### config.mk
export PLATFORM = sky130hd
export DESIGN_NAME = alu_pm
export DESIGN_NICKNAME = d
export VERILOG_FILES = /design/src/rtl/alu_pkg.sv /design/src/rtl/alu_divider.sv /design/src/rtl/alu_pm.sv
export SDC_FILE = /design/constraint.sdc
export NUM_CORES = 1
export LEC_CHECK = 0
export BUFFER_PORTS_ARGS = -buffer_cell sky130_fd_sc_hd__buf_2
export CORE_UTILIZATION = 25
export CTS_CLUSTER_DIAMETER = 30
export DETAILED_ROUTE_END_ITERATION = 10
export GPL_TIMING_DRIVEN = 0
export PLACE_DENSITY_LB_ADDON = 0.05
export SLEW_MARGIN = 15
export SYNTH_ARGS = -nofsm -noshare
export SYNTH_HDL_FRONTEND = slang
export SYNTH_SLANG_ARGS = --single-unit
### constraint.sdc
create_clock -name clk -period 6.1 [get_ports clk]
set_input_delay 1.22 -clock clk [delete_from_list [all_inputs] [get_ports clk]]
set_output_delay 1.22 -clock clk [all_outputs]
set_load 0.02 [all_outputs]
### src/rtl/alu_pkg.sv
// Shared definitions for the power-managed ALU: opcodes plus power and
// execution state encodings.
package alu_pkg;

   localparam logic [3:0] OP_ADD  = 4'h0;
   localparam logic [3:0] OP_SUB  = 4'h1;
   localparam logic [3:0] OP_AND  = 4'h2;
   localparam logic [3:0] OP_OR   = 4'h3;
   localparam logic [3:0] OP_XOR  = 4'h4;
   localparam logic [3:0] OP_NOR  = 4'h5;
   localparam logic [3:0] OP_SLL  = 4'h6;
   localparam logic [3:0] OP_SRA  = 4'h7;
   localparam logic [3:0] OP_MUL  = 4'h8;
   localparam logic [3:0] OP_DIVU = 4'h9;
   localparam logic [3:0] OP_REMU = 4'hA;

   typedef enum logic [2:0] {P_ON, P_SAVE, P_ISO, P_OFF, P_RESTORE} pstate_t;
   typedef enum logic [1:0] {IDLE, MUL_EXEC, DIV_EXEC} exec_t;

endpackage

### src/rtl/alu_divider.sv
// Iterative restoring unsigned divider. The first quotient bit is resolved
// on the go edge, so quotient/remainder are final when done pulses WIDTH cycles later.
module alu_divider #(
   parameter int WIDTH = 16
) (
   input  logic             clk,
   input  logic             rst,
   input  logic             go,
   input  logic [WIDTH-1:0] dividend,
   input  logic [WIDTH-1:0] divisor,
   output logic [WIDTH-1:0] quotient,
   output logic [WIDTH-1:0] remainder,
   output logic             done
);

   localparam int CW = $clog2(WIDTH) + 1;

   logic [WIDTH-1:0]   dvs;
   logic [CW-1:0]      cnt;
   logic               running;
   logic [2*WIDTH-1:0] nxt;

   // One restoring step: shift in the next dividend bit, subtract if it fits.
   function automatic logic [2*WIDTH-1:0] div_step(input logic [WIDTH-1:0] r,
                                                    input logic [WIDTH-1:0] q,
                                                    input logic [WIDTH-1:0] d);
      logic [WIDTH:0] t;
      logic [WIDTH:0] diff;
      t    = {r, q[WIDTH-1]};
      diff = t - {1'b0, d};
      if (!diff[WIDTH])
         return {diff[WIDTH-1:0], q[WIDTH-2:0], 1'b1};
      else
         return {t[WIDTH-1:0], q[WIDTH-2:0], 1'b0};
   endfunction

   always_comb begin
      nxt = '0;
      if (go)
         nxt = div_step('0, dividend, divisor);
      else
         nxt = div_step(remainder, quotient, dvs);
   end

   always_ff @(posedge clk) begin
      if (rst) begin
         quotient  <= '0;
         remainder <= '0;
         dvs       <= '0;
         cnt       <= '0;
         running   <= 1'b0;
         done      <= 1'b0;
      end else begin
         done <= 1'b0;
         if (go) begin
            {remainder, quotient} <= nxt;
            dvs     <= divisor;
            cnt     <= CW'(WIDTH - 1);
            running <= 1'b1;
         end else if (running) begin
            {remainder, quotient} <= nxt;
            cnt <= cnt - CW'(1);
            if (cnt == CW'(1)) begin
               running <= 1'b0;
               done    <= 1'b1;
            end
         end
      end
   end

endmodule

### src/rtl/alu_pm.sv
// Power-managed ALU: single-cycle logic/arith ops, multi-cycle MUL/DIV/REM,
// and a save/isolate/off/restore sequencer with result retention and output clamping.
module alu_pm
   import alu_pkg::*;
#(
   parameter int               WIDTH   = 16,
   parameter int               MUL_LAT = 4,
   parameter logic [WIDTH-1:0] ISO_VAL = '0
) (
   input  logic             clk,
   input  logic             rst,
   input  logic [WIDTH-1:0] A,
   input  logic [WIDTH-1:0] B,
   input  logic [3:0]       opcode,
   input  logic             start,
   output logic             ready,
   output logic             busy,
   output logic [WIDTH-1:0] result,
   output logic             result_valid,
   output logic             err,
   input  logic             pwr_req,
   output logic             pwr_ack,
   output logic             iso_active
);

   localparam int SHW = $clog2(WIDTH);
   localparam int CW  = $clog2(MUL_LAT) + 1;

   pstate_t          pstate;
   exec_t            exec;
   logic [WIDTH-1:0] result_q, ret_q, op_a, op_b, mul_lo;
   logic [3:0]       op_q;
   logic [CW-1:0]    mul_cnt;
   logic             valid_q, err_q, iso_q, ack_q;
   logic             accept, is_div, div_go, div_rst, div_done;
   logic [WIDTH-1:0] div_quo, div_rem;

   function automatic logic [WIDTH-1:0] alu_simple(input logic [3:0] op,
                                                   input logic [WIDTH-1:0] a,
                                                   input logic [WIDTH-1:0] b);
      logic [SHW-1:0] sh;
      sh = b[SHW-1:0];
      case (op)
         OP_ADD:  return a + b;
         OP_SUB:  return a - b;
         OP_AND:  return a & b;
         OP_OR:   return a | b;
         OP_XOR:  return a ^ b;
         OP_NOR:  return ~(a | b);
         OP_SLL:  return a << sh;
         OP_SRA:  return $unsigned($signed(a) >>> sh);
         default: return '0;
      endcase
   endfunction

   assign ready        = (pstate == P_ON) && (exec == IDLE) && !pwr_req;
   assign busy         = (exec != IDLE);
   assign accept       = start && ready;
   assign is_div       = (opcode == OP_DIVU) || (opcode == OP_REMU);
   assign div_go       = accept && is_div && (B != '0);
   assign div_rst      = rst || (pstate == P_OFF);
   assign mul_lo       = op_a * op_b;
   assign result       = iso_q ? ISO_VAL : result_q;
   assign result_valid = valid_q && !iso_q;
   assign err          = err_q;
   assign pwr_ack      = ack_q;
   assign iso_active   = iso_q;

   alu_divider #(.WIDTH(WIDTH)) u_div (
      .clk       (clk),
      .rst       (div_rst),
      .go        (div_go),
      .dividend  (A),
      .divisor   (B),
      .quotient  (div_quo),
      .remainder (div_rem),
      .done      (div_done)
   );

   always_ff @(posedge clk) begin
      if (rst) begin
         pstate   <= P_ON;
         exec     <= IDLE;
         result_q <= '0;
         ret_q    <= '0;
         op_a     <= '0;
         op_b     <= '0;
         op_q     <= '0;
         mul_cnt  <= '0;
         valid_q  <= 1'b0;
         err_q    <= 1'b0;
         iso_q    <= 1'b0;
         ack_q    <= 1'b0;
      end else begin
         valid_q <= 1'b0;
         err_q   <= 1'b0;

         // Execution only runs in P_ON; ready already excludes other states.
         if (pstate == P_ON) begin
            case (exec)
               IDLE: begin
                  if (accept) begin
                     op_a <= A;
                     op_b <= B;
                     op_q <= opcode;
                     if (opcode == OP_MUL) begin
                        exec    <= MUL_EXEC;
                        mul_cnt <= CW'(MUL_LAT - 2);
                     end else if (is_div && B == '0) begin
                        result_q <= (opcode == OP_DIVU) ? '1 : A;
                        err_q    <= 1'b1;
                        valid_q  <= 1'b1;
                     end else if (is_div) begin
                        exec <= DIV_EXEC;
                     end else if (opcode > OP_REMU) begin
                        result_q <= '0;
                        err_q    <= 1'b1;
                        valid_q  <= 1'b1;
                     end else begin
                        result_q <= alu_simple(opcode, A, B);
                        valid_q  <= 1'b1;
                     end
                  end
               end
               MUL_EXEC: begin
                  if (mul_cnt == '0) begin
                     result_q <= mul_lo;
                     valid_q  <= 1'b1;
                     exec     <= IDLE;
                  end else begin
                     mul_cnt <= mul_cnt - CW'(1);
                  end
               end
               DIV_EXEC: begin
                  if (div_done) begin
                     result_q <= (op_q == OP_REMU) ? div_rem : div_quo;
                     valid_q  <= 1'b1;
                     exec     <= IDLE;
                  end
               end
               default: exec <= IDLE;
            endcase
         end

         case (pstate)
            P_ON: begin
               if (pwr_req && exec == IDLE)
                  pstate <= P_SAVE;
            end
            P_SAVE: begin
               ret_q  <= result_q;
               iso_q  <= 1'b1;
               pstate <= P_ISO;
            end
            P_ISO: begin
               ack_q  <= 1'b1;
               pstate <= P_OFF;
            end
            // Off models loss of all non-retained state.
            P_OFF: begin
               result_q <= '0;
               op_a     <= '0;
               op_b     <= '0;
               op_q     <= '0;
               mul_cnt  <= '0;
               exec     <= IDLE;
               if (!pwr_req) begin
                  ack_q  <= 1'b0;
                  pstate <= P_RESTORE;
               end
            end
            P_RESTORE: begin
               result_q <= ret_q;
               iso_q    <= 1'b0;
               pstate   <= P_ON;
            end
            default: pstate <= P_ON;
         endcase
      end
   end

endmodule

## Word-level counts from Yosys, hierarchy flattened

Index checks and enable logic that the tools add are counted.
Widths: inputs -> output; s select.

- Register bits after elaboration: 135
- Input bits: 40
- Output and inout port bits: 22

- Add/subtract/negate cells: 6
- Multipliers: 1
- Order comparisons: 1
- Equal/unequal tests: 32
- Shifts and indexed selects: 2
- Muxes and demuxes: 54
- Bitwise operators: 8
- Reductions and logical operators: 36

Operators with widths:

| kind | number |
|---|---|
| $mux 16 | 15 |
| $pmux 16 s8 | 1 |
| $mux 32 | 3 |
| $pmux 16 s3 | 1 |
| $pmux 16 s2 | 1 |
| $sub 1x16->17 | 1 |
| $sub 17x16->17 | 1 |
| $add 16x16->16 | 1 |
| $and 16x16->16 | 1 |
| $eq 4x3->1 const B | 4 |
| $eq 4x4->1 const B | 4 |
| $logic_not 16->1 | 1 |
| $mul 16x16->16 | 1 |
| $not 16->16 | 1 |
| $or 16x16->16 | 1 |
| $reduce_bool 16->1 | 1 |
| $shl 16x4->16 | 1 |
| $sshr 16x4->16 | 1 |
| $sub 16x16->16 | 1 |
| $xor 16x16->16 | 1 |
| $mux 3 | 5 |
| $mux 1 | 14 |
| $mux 2 | 6 |
| $pmux 3 s4 | 1 |
| other kinds (42) | 72 |

## Longest topological paths before layout

Gate-level depths: netlist of run 1.

- Depth after elaboration: 11
- Gate-level depth with buffers: 22
- Depth with buffers taken out: 21

## Cells and area by module

Synthesis of run 1 repeated with hierarchy kept, for this count alone.

- Cell total of the unflattened synthesis: 1862
- Area, all modules: 14804.2 um^2

By module, submodules not included:

| module | instances | cells each | area each (um^2) | seq. area each (um^2) |
|---|---|---|---|---|
| alu_pm | 1 | 1457 | 11453.5 | 1601.5 |
| alu_divider | 1 | 405 | 3350.7 | 1101.1 |

## Least setup slack after synthesis of run 1

No wires, ideal clock.

- Path type: reg-to-reg
- Start: register op_b[1]
- End: register result_q[13]
- Setup time: 103 ps
- Arrival: 5361 ps
- Required time: 5997 ps
- Path slack: 635 ps
- Cell stages (with the launch flop): 20
- Period minus slack after synthesis: 5465 ps
- Path through: dfxtp_1 -> clkbuf_1 -> nand2_1 -> fa_1 -> fa_1 -> fa_1 -> fa_1 -> inv_1 -> fa_1 -> inv_1 -> fa_1 -> inv_1 -> ha_1 -> and3_1 -> a211oi_1 -> xnor2_1 -> nand2_1 -> a31oi_1 -> a21oi_1 -> a2111oi_2

- Word-level cells in the longest chain between the ends: 5

RTL lines:

| element | RTL line | text |
|---|---|---|
| from (decl) | alu_pm.sv:31 | `logic [WIDTH-1:0] result_q, ret_q, op_a, op_b, mul_lo;` |
| from (signal assigned) | alu_pm.sv:87 | `op_b <= '0;` |
| from (signal assigned) | alu_pm.sv:104 | `op_b <= B;` |
| from (signal assigned) | alu_pm.sv:163 | `op_b <= '0;` |
| $mul 16x16->16 | alu_pm.sv:62 | `assign mul_lo = op_a * op_b;` |
| $mux 16 | alu_pm.sv:126 | `if (mul_cnt == '0) begin` |
| $pmux 16 s3 | alu_pm.sv:100 | `case (exec)` |
| $mux 16 | alu_pm.sv:99 | `if (pstate == P_ON) begin` |
| $pmux 16 s2 | alu_pm.sv:145 | `case (pstate)` |
| to (signal assigned) | alu_pm.sv:110 | `result_q <= (opcode == OP_DIVU) ? '1 : A;` |
| to (signal assigned) | alu_pm.sv:127 | `result_q <= mul_lo;` |
| to (signal assigned) | alu_pm.sv:136 | `result_q <= (op_q == OP_REMU) ? div_rem : div_quo;` |
| to (decl) | alu_pm.sv:31 |  |

Every way passes these cells. The select of a mux whose other input is x is not followed.
A chain may end at the register's enable or synchronous reset.

## Worst setup path in the final report of run 1

- Start: register op_b[1]
- End: register result_q[15]

Same word-level chain as after synthesis.

==> results of run 1 <==
[cells by family after synthesis]
logic type,after synthesis
compound gates,409
xor+xnor,82
fa+ha+maj,207
buf+inv,306
flops,135
mux,87
simple gates,617
[final cells by class]
type | instances | share of cell area, %
antenna | 1 | 0.0152
buffer | 116 | 3.15
clock buffer | 17 | 2.59
clock inverter | 15 | 1.07
inverter | 183 | 4.18
multi-input combinational | 1402 | 64.8
sequential | 135 | 16.6
tap | 756 | 5.76
timing repair buffer | 60 | 1.83
[per-stage QoR]
stage | hold WS [ps] | cells
floorplan | 431 | 1843
global placement | 445 | 2659
detailed placement | 449 | 2659
CTS | 457 | 2688
global route | 472 | 2684
finish | 453 | 2685
[worst max-delay path, cell delays in order, from the launching register on]
cell and delay [ps]:
dfxtp_4 380, buf_6 150, and2_1 150, fa_1 530, inv_1 70, fa_1 530, inv_1 50, fa_1 500
fa_1 550, inv_1 50, fa_1 470, fa_1 420, xor2_1 170, xnor2_1 180, xnor2_1 110, xnor2_1 230
xnor3_1 520, xnor2_2 220, a21oi_1 100, a211o_1 260, a21oi_1 130
[registers in the layout, summed over array words and instances, names as in the netlist]
register / cells
err: 1
exec: 2
iso_active: 1
mul_cnt: 3
op_a: 16
op_b: 16
op_q: 4
pstate: 3
pwr_ack: 1
result_q: 16
ret_q: 16
u_div.cnt: 5
u_div.done: 1
u_div.dvs: 16
u_div.quotient: 16
u_div.remainder: 16
u_div.running: 1
valid_q: 1
[metal layers]
metal	up-vias	track usage, %	wire length, µm
met1	6606	27.4	27700
met2	334	36.7	30200
met4	2	8.03	2210
li1	6421	-	-
met3	68	3.27	2750
met5	-	0	19
[cells in the final DEF, fill, tap and decap left out, types with 9 or more instances in the layout]
master / netlist / final
xnor2_1: 66 / 64
nand3_1: 11 / 11
buf_2: 11 / 72
nand2_1: 270 / 270
o211ai_1: 10 / 10
clkbuf_16: 0 / 17
fa_1: 82 / 82
clkbuf_1: 98 / 81
and3_1: 9 / 9
nor2b_1: 23 / 23
dfxtp_1: 135 / 123
nand2b_1: 18 / 18
a211oi_1: 34 / 33
nor3_1: 32 / 32
buf_1: 9 / 9
ha_1: 124 / 124
a32oi_1: 13 / 13
and2_1: 74 / 74
o21ai_0: 63 / 63
o2111ai_1: 11 / 11
dfxtp_2: 0 / 11
nor2_1: 130 / 130
xor2_1: 15 / 15
o21a_1: 9 / 9
a21oi_1: 158 / 158
a21o_1: 9 / 9
a31oi_1: 10 / 10
o21ai_1: 15 / 15
o22ai_1: 10 / 10
a211oi_2: 8 / 9
mux2i_1: 55 / 55
or3_1: 11 / 11
mux4_2: 23 / 23
inv_1: 180 / 180
[report_power, final]
group | internal (mW) | switching (mW) | total, mW
combinational | 0.296 | 0.571 | 0.867
sequential | 0.921 | 0.0523 | 0.974
clock | 0.645 | 0.443 | 1.09
total | 1.86 | 1.07 | 2.93
[final timing paths]
kind / startpoint / end / slack (ps) / cells past startpoint
worst min register to register: ret_q[9]$_SDFFE_PP0P_ / ret_q[9]$_SDFFE_PP0P_ / 450 / 2
worst max-delay path: op_b[1]$_SDFFE_PP0P_ / result_q[15]$_SDFFE_PP0P_ / 260 / 20
worst min-delay path: ret_q[9]$_SDFFE_PP0P_ / ret_q[9]$_SDFFE_PP0P_ / 450 / 2
worst max register to register: op_b[1]$_SDFFE_PP0P_ / result_q[15]$_SDFFE_PP0P_ / 260 / 20
[what timing repair did]
item                                    in CTS  in global routing
endpoints found under the setup margin       6                  5
hold buffers                                 0                  0
resized for setup                           17                 32
buffers inserted                             0                  0
==> impl_results.md, run 1 <==
* Status: complete, no violations
* Ys async rst share at 0%
* Setup tns final at 0 ps
* Worst Tran Pin Value at 1070 ps
* Post-synth EDFFs at 0
* Slew HR at 28.0%
* Final core occ at 28.9%
* Arrival time worst endpoint at approximately 6200 ps
* Die area at 59000 µm²
* Clock sinks at 135
* CP startpoint kind: flip-flop
* Post-synth cell types at 76
* Max Cap Violations at 0
* Fin. Hold Viols at 0
* Final wirelength at ~63 mm
* Via density at between 5 and 6
* Vias in the first global route at 13900
* Synth Net Count at 2089
* Die H at 243 µm
* Post-synthesis adder-cell area fraction at between 20% and 30%
* Share of cells above drive strength 1 at 9.91%
* XOR/XNOR Fraction of Synth Area at 5.04%
* Via count at 13400
* Seq/Total Area, Yosys at about a fifth
* DRC Markers at 0
* Layout net count at between 2000 and 2500
* CP required at 6480 ps
* Area post-placement at between 15000 and 20000 µm²
* Setup ws final at 264 ps
* Synthesized cell area at 14500 µm²
* Worst Path Class, Setup: flip-flop to flip-flop
* Post-synth top flop: dfxtp_1
* Tot Pwr at 2.93 mW
* Detail Route Antenna Nets at 0
* Initial core utilization at 25.5%
* Top post-synthesis cells by count: nand2_1 (270), inv_1 (180), a21oi_1 (158), dfxtp_1 (135), nor2_1 (130)
* Synth Area in Compound Gates at around 18%
* Largest net degree at the start of global routing at 17
* Count of state elements after synthesis at about 140
* Post-synthesis simple-gate area fraction at 19.8%
* Number of CTS-inserted buffers at 17
* Worst min path class: flip-flop to flip-flop
* Post-synth top area share at 18.6%
* Syn Area/Cell at 7.88 µm²
* Fillcell total at roughly 6200
* Final Setup Violations at 0
* Syn Inst Count at 1843
* Pwr dens at 178 nW/µm²
* Initial DRT Pass Iterations at 6
* CTS H-Tree Depth at 4
* GPL Wtd Cong at 0.897
* Final Cell Area at 16400 µm²
* Multi-input gate area at around 11000 µm²
* WL per Instance at around 23 µm
* Clk pin slew, worst setup/hold paths at 60 ps
* Clk_lat worst skew at 450 ps
* CP Max Fanout at 10
* Worst ir drop on vdd at 0.202 mV
* Max-slew violation count at 0
* Critical Path Sink Type: flip-flop
* Core area at ~57000 µm²
* Gr ovfl total at 0
* Initial DRC count at 842
* Register area at 2720 µm²
* Fin crit period at 5840 ps
* Most frequent cell after synthesis: nand2_1
* Pre-CTS WS at -351 ps
* Leakage at 6.58 nW
* CTS tree: yes
* Clock root buffer: clkbuf_16
* HPWL after DPL at roughly 50 mm
* First-pass GRT wire length at roughly 93 mm
* Area contributors post-synth: dfxtp_1 (19%), fa_1 (11%), ha_1 (11%)
* Area grow syn2layout at 13.1%
* Combinational family with the most area after synthesis: adder cells
* F_max at between 150 and 200 MHz
* Initial antenna violation count at 1
* Chip Width at 243 µm
* Total track usage at a little over a fifth
* Post-synthesis mux area share at about 8.1%
* PortBufs at 60
* FP Rows at 87
* Tcrit/Tclk final at 95.7%
* RSZ-0062 raised after global routing: true
* Leading area contributor after synthesis: dfxtp_1
* IO Pins at 62
* Maximum clock path buffer count at 2
* Worst Clk Skew at 10.5 ps
* Syn. warnings at 0
No activity file was read; power rests on OpenSTA's default activity.
==> run 2: changes to the inputs <==
--- a/config.mk
+++ b/config.mk
@@ -11,6 +11,7 @@
 export DETAILED_ROUTE_END_ITERATION = 10
 export GPL_TIMING_DRIVEN = 0
 export PLACE_DENSITY_LB_ADDON = 0.05
+export REMOVE_ABC_BUFFERS = 1
 export SLEW_MARGIN = 15
 export SYNTH_ARGS = -nofsm -noshare
 export SYNTH_HDL_FRONTEND = slang
==> impl_results.md, run 2 (same netlist as run 1, synthesis figures left out) <==
* Max Cap Violations at 0 (unchanged)
* Slowest cell on crit path: fa_1 (unchanged)
* Fin crit period at 5820 ps (was 5840 ps)
* Detail Route Antenna Nets at 0 (unchanged)
* Clk_lat worst skew at 450 ps (about the same)
* Cell mode on critical path: fa_1 (unchanged)
* FP Rows at 87 (unchanged)
* DRC Markers at 0 (unchanged)
* Worst Tran Pin Value at 1070 ps (about the same)
* Final core occ at 28.3% (was 28.9%)
* Final wirelength at 57.6 mm (was 62.9 mm)
* Worst Clk Skew at 8.03 ps (was 10.5 ps)
* Hold-fix buffers at CTS at 0 (unchanged)
* Largest net degree at the start of global routing at 64 (was 17)
* Fillcell total at 6304 (was 6249)
* WL per Instance at 22.3 µm (was 23.4 µm)
* Clk pin slew, worst setup/hold paths at 60 ps (about the same)
* Maximum clock path buffer count at 2 (unchanged)
* HPWL after DPL at 42.5 mm (was 49.8 mm)
* Placed Cells incl. Taps at 2546 (was 2659)
* Clock sinks at 135 (unchanged)
* PortBufs at 61 (was 60)
* Vias in the first global route at 13100 (was 13900)
* CP startpoint kind: flip-flop (unchanged)
* Clock root buffer: clkbuf_16 (unchanged)
* Tcrit/Tclk final at 95.5% (was 95.7%)
* Total track usage at 19.7% (was 21.6%)
* Initial antenna violation count at 5 (was 1)
* Leakage at 6.42 nW (was 6.58 nW)
* IO Pins at 62 (unchanged)
* Layout net count at 2056 (was 2161)
* Die H at 243 µm (unchanged)
* R2R Setup Slk at 280 ps (was 260 ps)
* Chip Width at 243 µm (unchanged)
* Slew HR at 28.4% (was 28.0%)
* Number of CTS-inserted buffers at 17 (unchanged)
* CTS tree: yes (unchanged)
* Initial DRT Pass Iterations at 5 (was 6)
* Final Setup Violations at 0 (unchanged)
* CP Max Fanout at 15 (was 10)
* Most frequent cells in the layout: nand2_1 (269), inv_1 (180), a21oi_1 (158) (was nand2_1 (270), inv_1 (180), a21oi_1 (158))
* Fin cells at 2580 (was 2685)
* Initial core utilization at 25.5% (unchanged)
* Most common cell after layout, fill and taps aside: nand2_1 (unchanged)
* Die area at 59000 µm² (unchanged)
* F_max at 172 MHz (was 171 MHz)
* CTS H-Tree Depth at 4 (unchanged)
* Share of cells above drive strength 1 at 10.5% (was 9.91%)
* GPL Wtd Cong at 0.814 (was 0.897)
* Fin. Hold Viols at 0 (unchanged)
* Worst min path class: flip-flop to flip-flop (unchanged)
* Pwr dens at 176 nW/µm² (was 178 nW/µm²)
* Worst Path Class, Setup: flip-flop to flip-flop (unchanged)
* Gr ovfl total at 0 (unchanged)
* Area grow syn2layout at 11.0% (was 13.1%)
* Max-slew violation count at 0 (unchanged)
* Crit-path cells: and2_1 -> fa_1 -> inv_1 -> fa_1 -> inv_1 -> fa_1 -> fa_1 -> inv_1 -> fa_1 -> fa_1 -> xor2_1 -> xnor2_1 -> xnor2_1 -> xnor2_1 -> xnor3_1 -> xnor2_1 -> a21oi_1 -> a211o_1 -> a21oi_1 (was buf_6 -> and2_1 -> fa_1 -> inv_1 -> fa_1 -> inv_1 -> fa_1 -> fa_1 -> inv_1 -> fa_1 -> fa_1 -> xor2_1 -> xnor2_1 -> xnor2_1 -> xnor2_1 -> xnor3_1 -> xnor2_2 -> a21oi_1 -> a211o_1 -> a21oi_1)
* Arrival time worst endpoint at 6200 ps (was 6210 ps)
* Status: complete, no violations (unchanged)
* CP required at 6470 ps (was 6480 ps)
* RSZ-0062 raised after global routing: false (was true)
* Initial DRC count at 789 (was 842)
* Via count at 13000 (was 13400)
* Via density at 5.02 (was 5.00)
* Core area at 56800 µm² (unchanged)
* First-pass GRT wire length at 87.0 mm (was 93.5 mm)
* Worst path max stage delay at 550 ps (about the same)
* Worst ir drop on vdd at 0.195 mV (was 0.202 mV)
* Fin Hold WS at 456 ps (was 453 ps)
* Critical Path Sink Type: flip-flop (unchanged)
-- run 2: critical path, delay by kind of cell (launching register included) --
| family | cells | cell delay, ps |
|---|---|---|
| AOI/OAI and AO/OA | 3 | 510 |
| buffers and inverters | 3 | 160 |
| and+or+nand+nor | 1 | 180 |
| xor gates and xnor gates | 6 | 1540 |
| adders and majority gates | 6 | 2970 |
| DFF | 1 | 410 |
-- run 2: metal layers --
| metal | track usage, % | wire, µm | up-vias |
|---|---|---|---|
| li1 | - | - | 6221 |
| met1 | 25.0 | 26000 | 6447 |
| met2 | 35.1 | 28900 | 233 |
| met3 | 2.32 | 1670 | 50 |
| met4 | 4.99 | 1020 | 8 |
| met5 | 0 | 57 | - |
-- run 2: path summary, 6_finish.rpt --
path	cells after the start	to	start
worst max-delay path	19	result_q[15]$_SDFFE_PP0P_	op_b[1]$_SDFFE_PP0P_
worst min-delay path	2	u_div.dvs[3]$_SDFFE_PP0P_	u_div.dvs[3]$_SDFFE_PP0P_
worst max register to register	19	result_q[15]$_SDFFE_PP0P_	op_b[1]$_SDFFE_PP0P_
worst min register to register	2	u_div.dvs[3]$_SDFFE_PP0P_	u_div.dvs[3]$_SDFFE_PP0P_
-- run 2: metrics by stage --
step,worst slack (ps),cell area [µm²],power (mW),setup TNS [ps]
after global placement,-672,15300,1.79,-8750
after detailed placement,-59.1,15500,1.80,-82.9
after floorplan,716,14000,1.46,0
final,276,16100,2.84,0
after global routing,8.29,16100,2.99,0
after CTS,40.1,16000,2.89,0
-- run 2: repair_timing --
| item | CTS | global route |
|---|---|---|
| cloned | 0 | 0 |
| buffers inserted | 0 | 1 |
| gates resized for setup | 3 | 22 |
| setup endpoints to repair | 2 | 5 |
| pin swaps | 0 | 1 |
-- run 2: area by class of cell --
cell class / count / area, µm² / share of cell area, %
Antenna cell: 1 / 2.50 / 0.0155
Sequential cell: 135 / 2740 / 17.0
Clock buffer: 19 / 443 / 2.75
Inverter: 183 / 687 / 4.27
Multi-Input combinational cell: 1402 / 10700 / 66.4
Clock inverter: 13 / 145 / 0.901
Tap cell: 756 / 946 / 5.87
Timing Repair Buffer: 71 / 447 / 2.77
-- run 2: power by group --
part           leakage (nW)  internal, mW  switching (mW)
Clock                 0.286         0.617           0.449
Sequential             1.10         0.921          0.0722
Combinational          5.03         0.280           0.502
Total                  6.42          1.82            1.02
